[config.mk]
export PLATFORM = sky130hd
export DESIGN_NAME = wt_dcache_nru_ctrl
export DESIGN_NICKNAME = d
export VERILOG_FILES = /design/src/rtl/wt_dcache_nru_ctrl.sv
export SDC_FILE = /design/constraint.sdc
export NUM_CORES = 1
export LEC_CHECK = 0
export BUFFER_PORTS_ARGS = -buffer_cell sky130_fd_sc_hd__buf_2
export CAP_MARGIN = 0
export CORE_UTILIZATION = 45
export DETAILED_ROUTE_END_ITERATION = 8
export PLACE_DENSITY_LB_ADDON = 0.2
export SYNTH_ARGS = -nofsm -noshare
export SYNTH_HDL_FRONTEND = slang
export SYNTH_SLANG_ARGS = --single-unit
[constraint.sdc]
create_clock -name clk_i -period 3.1 [get_ports clk_i]
set_clock_uncertainty 0.05 [all_clocks]
set_input_delay 0.465 -clock clk_i [delete_from_list [all_inputs] [get_ports clk_i]]
set_output_delay 0.465 -clock clk_i [all_outputs]
set_load 0.1 [all_outputs]
[src/rtl/wt_dcache_nru_ctrl.sv]
// NRU replacement-state update sequencer: one array update per cycle chosen from
// miss allocations, buffered read-port hit hints, or a full-array flush sweep.
module wt_dcache_nru_ctrl #(
    parameter int unsigned NUM_RD_PORTS = 3,
    parameter int unsigned IDX_W        = 8,
    parameter int unsigned WAY_W        = 2,
    parameter int unsigned NUM_SETS     = 256,
    parameter int unsigned FIFO_DEPTH   = 4
) (
    input  logic                          clk_i,
    input  logic                          rst_ni,
    input  logic                          flush_i,
    output logic                          flush_ack_o,
    input  logic [NUM_RD_PORTS-1:0]       rd_hit_i,
    input  logic [NUM_RD_PORTS*IDX_W-1:0] rd_hit_idx_i,
    input  logic [NUM_RD_PORTS*WAY_W-1:0] rd_hit_way_i,
    input  logic                          miss_req_i,
    input  logic [IDX_W-1:0]              miss_idx_i,
    output logic                          miss_gnt_o,
    output logic                          upd_hit_o,
    output logic [IDX_W-1:0]              upd_hit_idx_o,
    output logic [WAY_W-1:0]              upd_hit_way_o,
    output logic                          upd_miss_o,
    output logic [IDX_W-1:0]              upd_miss_idx_o,
    output logic                          upd_clr_o,
    output logic [IDX_W-1:0]              upd_clr_idx_o,
    output logic                          busy_o,
    output logic                          hit_drop_o,
    output logic [15:0]                   drop_cnt_o
);

    localparam int unsigned RR_W  = (NUM_RD_PORTS > 1) ? $clog2(NUM_RD_PORTS) : 1;
    localparam int unsigned PTR_W = $clog2(FIFO_DEPTH);
    localparam int unsigned CNT_W = PTR_W + 1;

    localparam logic [0:0] IDLE  = 1'b0;
    localparam logic [0:0] FLUSH = 1'b1;

    logic [0:0]             state;
    logic [IDX_W-1:0]       sweep;
    logic [RR_W-1:0]        rr;
    logic [IDX_W+WAY_W-1:0] mem [FIFO_DEPTH];
    logic [PTR_W-1:0]       wr_ptr;
    logic [PTR_W-1:0]       rd_ptr;
    logic [CNT_W-1:0]       count;
    logic [15:0]            drop_cnt;
    logic                   flush_ack;

    logic                    idle;
    logic                    full;
    logic                    empty;
    logic                    pop;
    logic                    push;
    logic                    found;
    logic                    drop;
    logic                    sweep_last;
    logic [RR_W-1:0]         win;
    logic [NUM_RD_PORTS-1:0] win_mask;
    logic [NUM_RD_PORTS-1:0] gnt_mask;
    logic [IDX_W-1:0]        push_idx;
    logic [WAY_W-1:0]        push_way;
    logic [IDX_W+WAY_W-1:0]  head;

    assign idle       = (state == IDLE);
    assign empty      = (count == '0);
    assign full       = (count == CNT_W'(FIFO_DEPTH));
    assign sweep_last = (sweep == IDX_W'(NUM_SETS - 1));
    assign head       = mem[rd_ptr];

    // Rotating priority: ports at or above rr first, then the wrapped-around ones.
    always_comb begin
        found    = 1'b0;
        win      = '0;
        win_mask = '0;
        push_idx = '0;
        push_way = '0;
        for (int unsigned k = 0; k < NUM_RD_PORTS; k++) begin
            if (!found && rd_hit_i[k] && (k >= 32'(rr))) begin
                found       = 1'b1;
                win         = RR_W'(k);
                win_mask[k] = 1'b1;
                push_idx    = rd_hit_idx_i[k*IDX_W +: IDX_W];
                push_way    = rd_hit_way_i[k*WAY_W +: WAY_W];
            end
        end
        for (int unsigned k = 0; k < NUM_RD_PORTS; k++) begin
            if (!found && rd_hit_i[k] && (k < 32'(rr))) begin
                found       = 1'b1;
                win         = RR_W'(k);
                win_mask[k] = 1'b1;
                push_idx    = rd_hit_idx_i[k*IDX_W +: IDX_W];
                push_way    = rd_hit_way_i[k*WAY_W +: WAY_W];
            end
        end
    end

    assign push     = idle && found && !full;
    assign gnt_mask = push ? win_mask : '0;
    assign drop     = idle && |(rd_hit_i & ~gnt_mask);
    assign pop      = idle && !miss_req_i && !empty;

    always_ff @(posedge clk_i or negedge rst_ni) begin
        if (!rst_ni) begin
            state     <= IDLE;
            sweep     <= '0;
            flush_ack <= 1'b0;
        end else begin
            flush_ack <= 1'b0;
            if (idle) begin
                if (flush_i) begin
                    state <= FLUSH;
                    sweep <= '0;
                end
            end else if (sweep_last) begin
                state     <= IDLE;
                sweep     <= '0;
                flush_ack <= 1'b1;
            end else begin
                sweep <= sweep + 1'b1;
            end
        end
    end

    always_ff @(posedge clk_i or negedge rst_ni) begin
        if (!rst_ni) begin
            wr_ptr   <= '0;
            rd_ptr   <= '0;
            count    <= '0;
            rr       <= '0;
            drop_cnt <= '0;
        end else begin
            if (push) begin
                rr <= (win == RR_W'(NUM_RD_PORTS - 1)) ? '0 : win + 1'b1;
            end
            if (drop && (drop_cnt != '1)) begin
                drop_cnt <= drop_cnt + 1'b1;
            end
            if (idle && flush_i) begin
                wr_ptr <= '0;
                rd_ptr <= '0;
                count  <= '0;
            end else begin
                if (push) wr_ptr <= wr_ptr + 1'b1;
                if (pop)  rd_ptr <= rd_ptr + 1'b1;
                count <= count + CNT_W'(push) - CNT_W'(pop);
            end
        end
    end

    always_ff @(posedge clk_i) begin
        if (push) begin
            mem[wr_ptr] <= {push_idx, push_way};
        end
    end

    assign flush_ack_o    = flush_ack;
    assign busy_o         = !idle;
    assign miss_gnt_o     = idle && miss_req_i;
    assign upd_miss_o     = idle && miss_req_i;
    assign upd_miss_idx_o = (idle && miss_req_i) ? miss_idx_i : '0;
    assign upd_hit_o      = pop;
    assign upd_hit_idx_o  = pop ? head[WAY_W +: IDX_W] : '0;
    assign upd_hit_way_o  = pop ? head[WAY_W-1:0] : '0;
    assign upd_clr_o      = !idle;
    assign upd_clr_idx_o  = idle ? '0 : sweep;
    assign hit_drop_o     = drop;
    assign drop_cnt_o     = drop_cnt;

endmodule

After elaboration in Yosys (flattened, before gate mapping)
Memories as Yosys holds them, arrays and structs flattened.
Index checks and enable logic that the tools add are counted.
W data, S select, Z words.
{ "totals": {"reg_bits": 35, "ram_bits": 40, "inputBits": 45, "n_memories": 1} }
{ "classes": {"addsub": 7, "magnitude_cmp": 6, "n_eq_ne": 4, "mux": 49, "n_bitwise": 3, "reduce_logical": 32} }
{ "memory_table": {"columns": ["name", "words", "width", "read_ports", "rd_ports_with_merged_regs", "write_ports", "line_no", "rtl"], "rows": [
  ["mem", 4, 10, 1, 0, 1, "42", "logic [IDX_W+WAY_W-1:0] mem [FIFO_DEPTH];"]
]} }
{ "op_table": {"columns": ["operator", "n"], "rows": [
  ["$mux W8", 12],
  ["$mux W2", 16],
  ["$logic_and A1 B1 Y1", 19],
  ["$mux W1", 19],
  ["$add A16 B1 Y16 const B", 1],
  ["$ne A16 B16 Y1 const B", 1],
  ["$add A8 B1 Y8 const B", 1],
  ["$eq A8 B8 Y1 const B", 1],
  ["$logic_not A1 Y1", 8],
  ["$add A2 B1 Y2 const B", 3],
  ["$mux W3", 2],
  ["$reduce_bool A2 Y1", 3],
  ["$ge A1 B2 Y1 const A", 2],
  ["$lt A1 B2 Y1 const A", 2],
  ["$add A3 B1 Y3", 1],
  ["$and A3 B3 Y3", 1],
  ["$eq A3 B3 Y1 const B", 1],
  ["$logic_not A3 Y1", 1],
  ["$not A3 Y3", 1],
  ["$reduce_or A3 Y1", 1],
  ["$sub A3 B1 Y3", 1],
  ["$eq A2 B2 Y1 const B", 1],
  ["$ge A2 B2 Y1 const A", 1],
  ["$lt A2 B2 Y1 const A", 1],
  ["$not A1 Y1", 1]
]} }

Depth between registers and ports, before layout
{ "depth": {"depth_word": 31, "ltp_mapped": 12, "mapped_depth_nobuf": 11} }

Worst setup path after synthesis
OpenSTA, ideal clock, no wires.
{ "synth_timing": {"path_kind": "flip-flop to flip-flop", "from": "register state, in the netlist busy_o", "to": "register count[2]", "setup_time_ps": 134, "arrival_time_ps": 3550, "t_required_ps": 2916, "path_slack_ps": -634, "path_stages_with_launch": 13, "period_less_slack_ps": 3734, "cell_sequence": "dfrtp_1 -> clkbuf_1 -> or3_1 -> clkbuf_1 -> inv_1 -> ha_1 -> inv_1 -> ha_1 -> inv_1 -> fa_1 -> xor2_1 -> xnor2_1 -> nor2_1"} }
{ "synth_between": {"elab_cells_between_ends": 9} }
{ "synth_rtl": {"columns": ["element", "line_no", "rtl"], "rows": [
  ["start, declared", "39", "logic [0:0] state;"],
  ["start signal, assigned", "104", "state <= IDLE;"],
  ["start signal, assigned", "111", "state <= FLUSH;"],
  ["start signal, assigned", "115", "state <= IDLE;"],
  ["$not A1 Y1", "64", "assign idle = (state == IDLE);"],
  ["$logic_and A1 B1 Y1 (2 in a row)", "100", "assign pop = idle && !miss_req_i && !empty;"],
  ["net upd_hit_o", "20", "output logic upd_hit_o,"],
  ["$sub A3 B1 Y3", "145", "count <= count + CNT_W'(push) - CNT_W'(pop);"],
  ["$mux W3", "138", "if (idle && flush_i) begin"],
  ["end signal, assigned", "145", null],
  ["end, declared", "45", "logic [CNT_W-1:0] count;"]
]} }
The timed path passes the listed nets, and every way through them passes these cells.
A chain may end at the register's enable or synchronous reset.

Worst setup path after layout
{ "layout_timing": {"from": "register state, in the netlist busy_o", "to": "output upd_hit_way_o[0]"} }
{ "layout_between": {"elab_chain_len": 4} }
{ "layout_rtl": {"columns": ["element", "line_no", "rtl"], "rows": [
  ["$not A1 Y1", "64", null],
  ["$logic_and A1 B1 Y1 (2 in a row)", "100", null],
  ["$mux W2", "163", "assign upd_hit_way_o = pop ? head[WAY_W-1:0] : '0;"],
  ["end, declared", "22", "output logic [WAY_W-1:0] upd_hit_way_o,"]
]} }
Every way passes these cells.

==> impl_metrics.toml <==
[outcome]
outcome = "finished, final reports clean"

[final_layout]
antennaDiodeCount = 0
nets = 451
multi_input_area_um2 = 1550
drive_above_1_share_pct = 33.4
fillers = 688
syn2layout_area_growth_pct = 21.2
regArea_um2 = 2080
final_area_um2 = 4540

[sta]
setup_slack_ns = 0.414
maxSlewHeadroom_pct = 47.9
fin_crit_ns = 2.69
rsz0062_at_grt = "false"
worst-slew-pin-transition_ns = 0.781
slew_violations = 0
hold_ws_ns = 0.144
finalCritPeriodShare_pct = 86.6
fmax_mhz = 372
finalHoldViolCount = 0
setup_viol = 0

[power_and_ir_drop]
p_total_mw = 3.59
irDropWorstVdd_v = 0.000515
power.density_nw_per_um2 = 791
p_leak_nw = 2.05

[floorplan]
initial_core_util_pct = 47.4
chipHeight_um = 93.2
num_rows = 32
io-pin-count = 94
dieArea_um2 = 8690
fp.dieW_um = 93.2
core_um2 = 7890

[flow_run]
maxCapViolCount = 0

[yosys]
ys_ff_latch = 75
syn_area_per_cell_um2 = 12.4
yosysUniqueCellTypes = 45
synthTopCellsByArea = "edfxtp_1, dfrtp_1, mux4_2"
netlist_area_um2 = 3740
syn_nets = 356
yosysTopAreaCell = "edfxtp_1"
synth-main-ff-cell = "edfxtp_1"
syn_inst = 302
yosysWarnings = 0
synthArstFlopShare_pct = 46.7
synth_top_cell_area_share_pct = 32.1
ys_seq_area_share_pct = 55.5
synth_edf_count = 40

[detailed_routing]
drt_iter0_drc = 124
vias_per_cell = 5.18
ant_nets = 0
routed_wl_um = 7480
post_drt_wl_per_cell_um = 14.9
vias = 2607
drc = 0
first_pass_iters = 4

[clock_network]
cts_tree = "yes"
cts_setup_buffers = 0
cts.sink_count = 75
root_buffer = "clkbuf_8"
cts_max_path_buffers = 2
postCtsHoldBufs = 0
h-tree-depth = 3
cts-resized-gates = 0
clkSlewWorstSetupHoldPaths_ns = 0.07
numCtsBuffers = 9
clk_latency_ns = 0.35

[worst_setup_path]
end_kind = "output pin"
max_stage_delay_ns = 0.57
ff2ff_setup_slack_ns = 0.65
r2r_start = "busy_o"
crit_type = "reg2out"
cp-start-kind = "register"
crit_required_ns = 2.58
r2r-end = "count[2]"
path_cells = "or3_1 > buf_4 > nor2b_1 > buf_2"
crit_fanout = 20
crit_arrival_ns = 2.17
r2r_cells = 10
slowest_stage = "dfrtp_4"

[grt]
grt_max_degree = 36
grt_pass1_wl_um = 12400
gr-usage-all-layers_pct = 19.0
gr-total-overflow = 0
grt_pass1_vias = 2528
antenna_found_initial = 0

[placed_design]
io_buffers = 93
post-place-ws_ns = 0.621
routabilityCongestion = 0.800
placed_cell_area_um2 = 4310
dp_hpwl_um = 5290

[min_path]
hold_class = "in2async"
[cell usage after synthesis, types with 9 or more instances]
| library cell | instances |
|---|---|
| a22o_1 | 10 |
| nor2b_1 | 14 |
| nor4_1 | 9 |
| nand3_1 | 10 |
| a21o_1 | 10 |
| nor2_1 | 14 |
| nand2_1 | 25 |
| dfrtp_1 | 35 |
| and2_1 | 18 |
| edfxtp_1 | 40 |
| inv_1 | 12 |
| xor2_1 | 14 |
| mux4_2 | 10 |
[cell usage in the layout (no fill, tap or decap), types with 2 or more instances in the layout]
| cell | n |
|---|---|
| nand3_1 | 10 |
| ha_1 | 8 |
| bufinv_16 | 3 |
| xor2_1 | 14 |
| inv_1 | 11 |
| o21ai_0 | 3 |
| nor2b_1 | 14 |
| or3_1 | 2 |
| nand4_1 | 5 |
| a21oi_1 | 5 |
| mux2_2 | 3 |
| nor2_1 | 14 |
| a22o_1 | 10 |
| xnor2_1 | 8 |
| o221a_2 | 2 |
| buf_2 | 93 |
| edfxtp_1 | 40 |
| and4_1 | 2 |
| nand2b_1 | 3 |
| and2_1 | 18 |
| buf_4 | 4 |
| dfrtp_1 | 34 |
| a21o_1 | 10 |
| clkbuf_8 | 9 |
| nor3_1 | 8 |
| nor4_1 | 9 |
| o22ai_1 | 3 |
| nand2_1 | 25 |
| mux4_2 | 10 |
[worst max path at each step]
stage                     slack (ns)  cells past startpoint        from                to
after floorplan                -0.19                      4      busy_o  upd_hit_idx_o[0]
after global placement          0.67                     11  miss_req_i          count[2]
after detailed placement        0.62                     11  miss_req_i          count[2]
after CTS                       0.38                      4      busy_o  upd_hit_way_o[0]
after global routing            0.33                      4      busy_o  upd_hit_way_o[0]
final                           0.41                      4      busy_o  upd_hit_way_o[0]
[sequential cells by signal (all words and copies together) (netlist names)]
name	cells
flush_ack_o	1
count	3
drop_cnt_o	16
wr_ptr	2
rr	2
sweep	8
rd_ptr	2
mem	40
busy_o	1
[final cells by class]
type | count | area share, %
tap | 102 | 2.81
clock inverter | 5 | 2.26
timing repair buffer | 97 | 10.9
inverter | 13 | 1.16
multi-input combinational | 201 | 34.2
clock buffer | 10 | 2.81
sequential | 75 | 45.9
[critical path: cells and delay by family, from the launching register on]
kind	cells	cell delay, ns
flip-flops	1	0.57
AND/OR/NAND/NOR	2	0.60
buffers and inverters	2	0.66
[layer usage]
metal	vias up	routed length (µm)	track usage [%]
met1	1250	3470	25.3
met2	62	3600	30.8
li1	1285	-	-
met4	0	134	8.85
met5	-	0	0
met3	10	276	2.76
[stage by stage]
step / std cells / util [%] / setup TNS (ns)
floorplan: 302 / - / -1.84
global placement: 488 / 54.6 / 0
detailed placement: 488 / 54.6 / 0
CTS: 503 / 57.5 / 0
global route: 503 / 57.5 / 0
finish: 503 / 57.5 / 0
[where the power goes]
part,internal (mW),total [mW],switching [mW]
registers,1.22,1.40,0.174
clock network,0.529,0.874,0.344
logic,0.422,1.32,0.895
total,2.17,3.59,1.41
[logic make-up after synthesis]
kind of cell    count (synthesis)  share of synthesized area (%)
xor+xnor                       22                           5.15
fa+ha+maj                      10                           3.48
compound gates                 39                           8.19
simple gates                  117                           17.7
mux                            13                           6.92
buf+inv                        26                           3.08
flops                          75                           55.5
(Power assumes the default switching activity.)
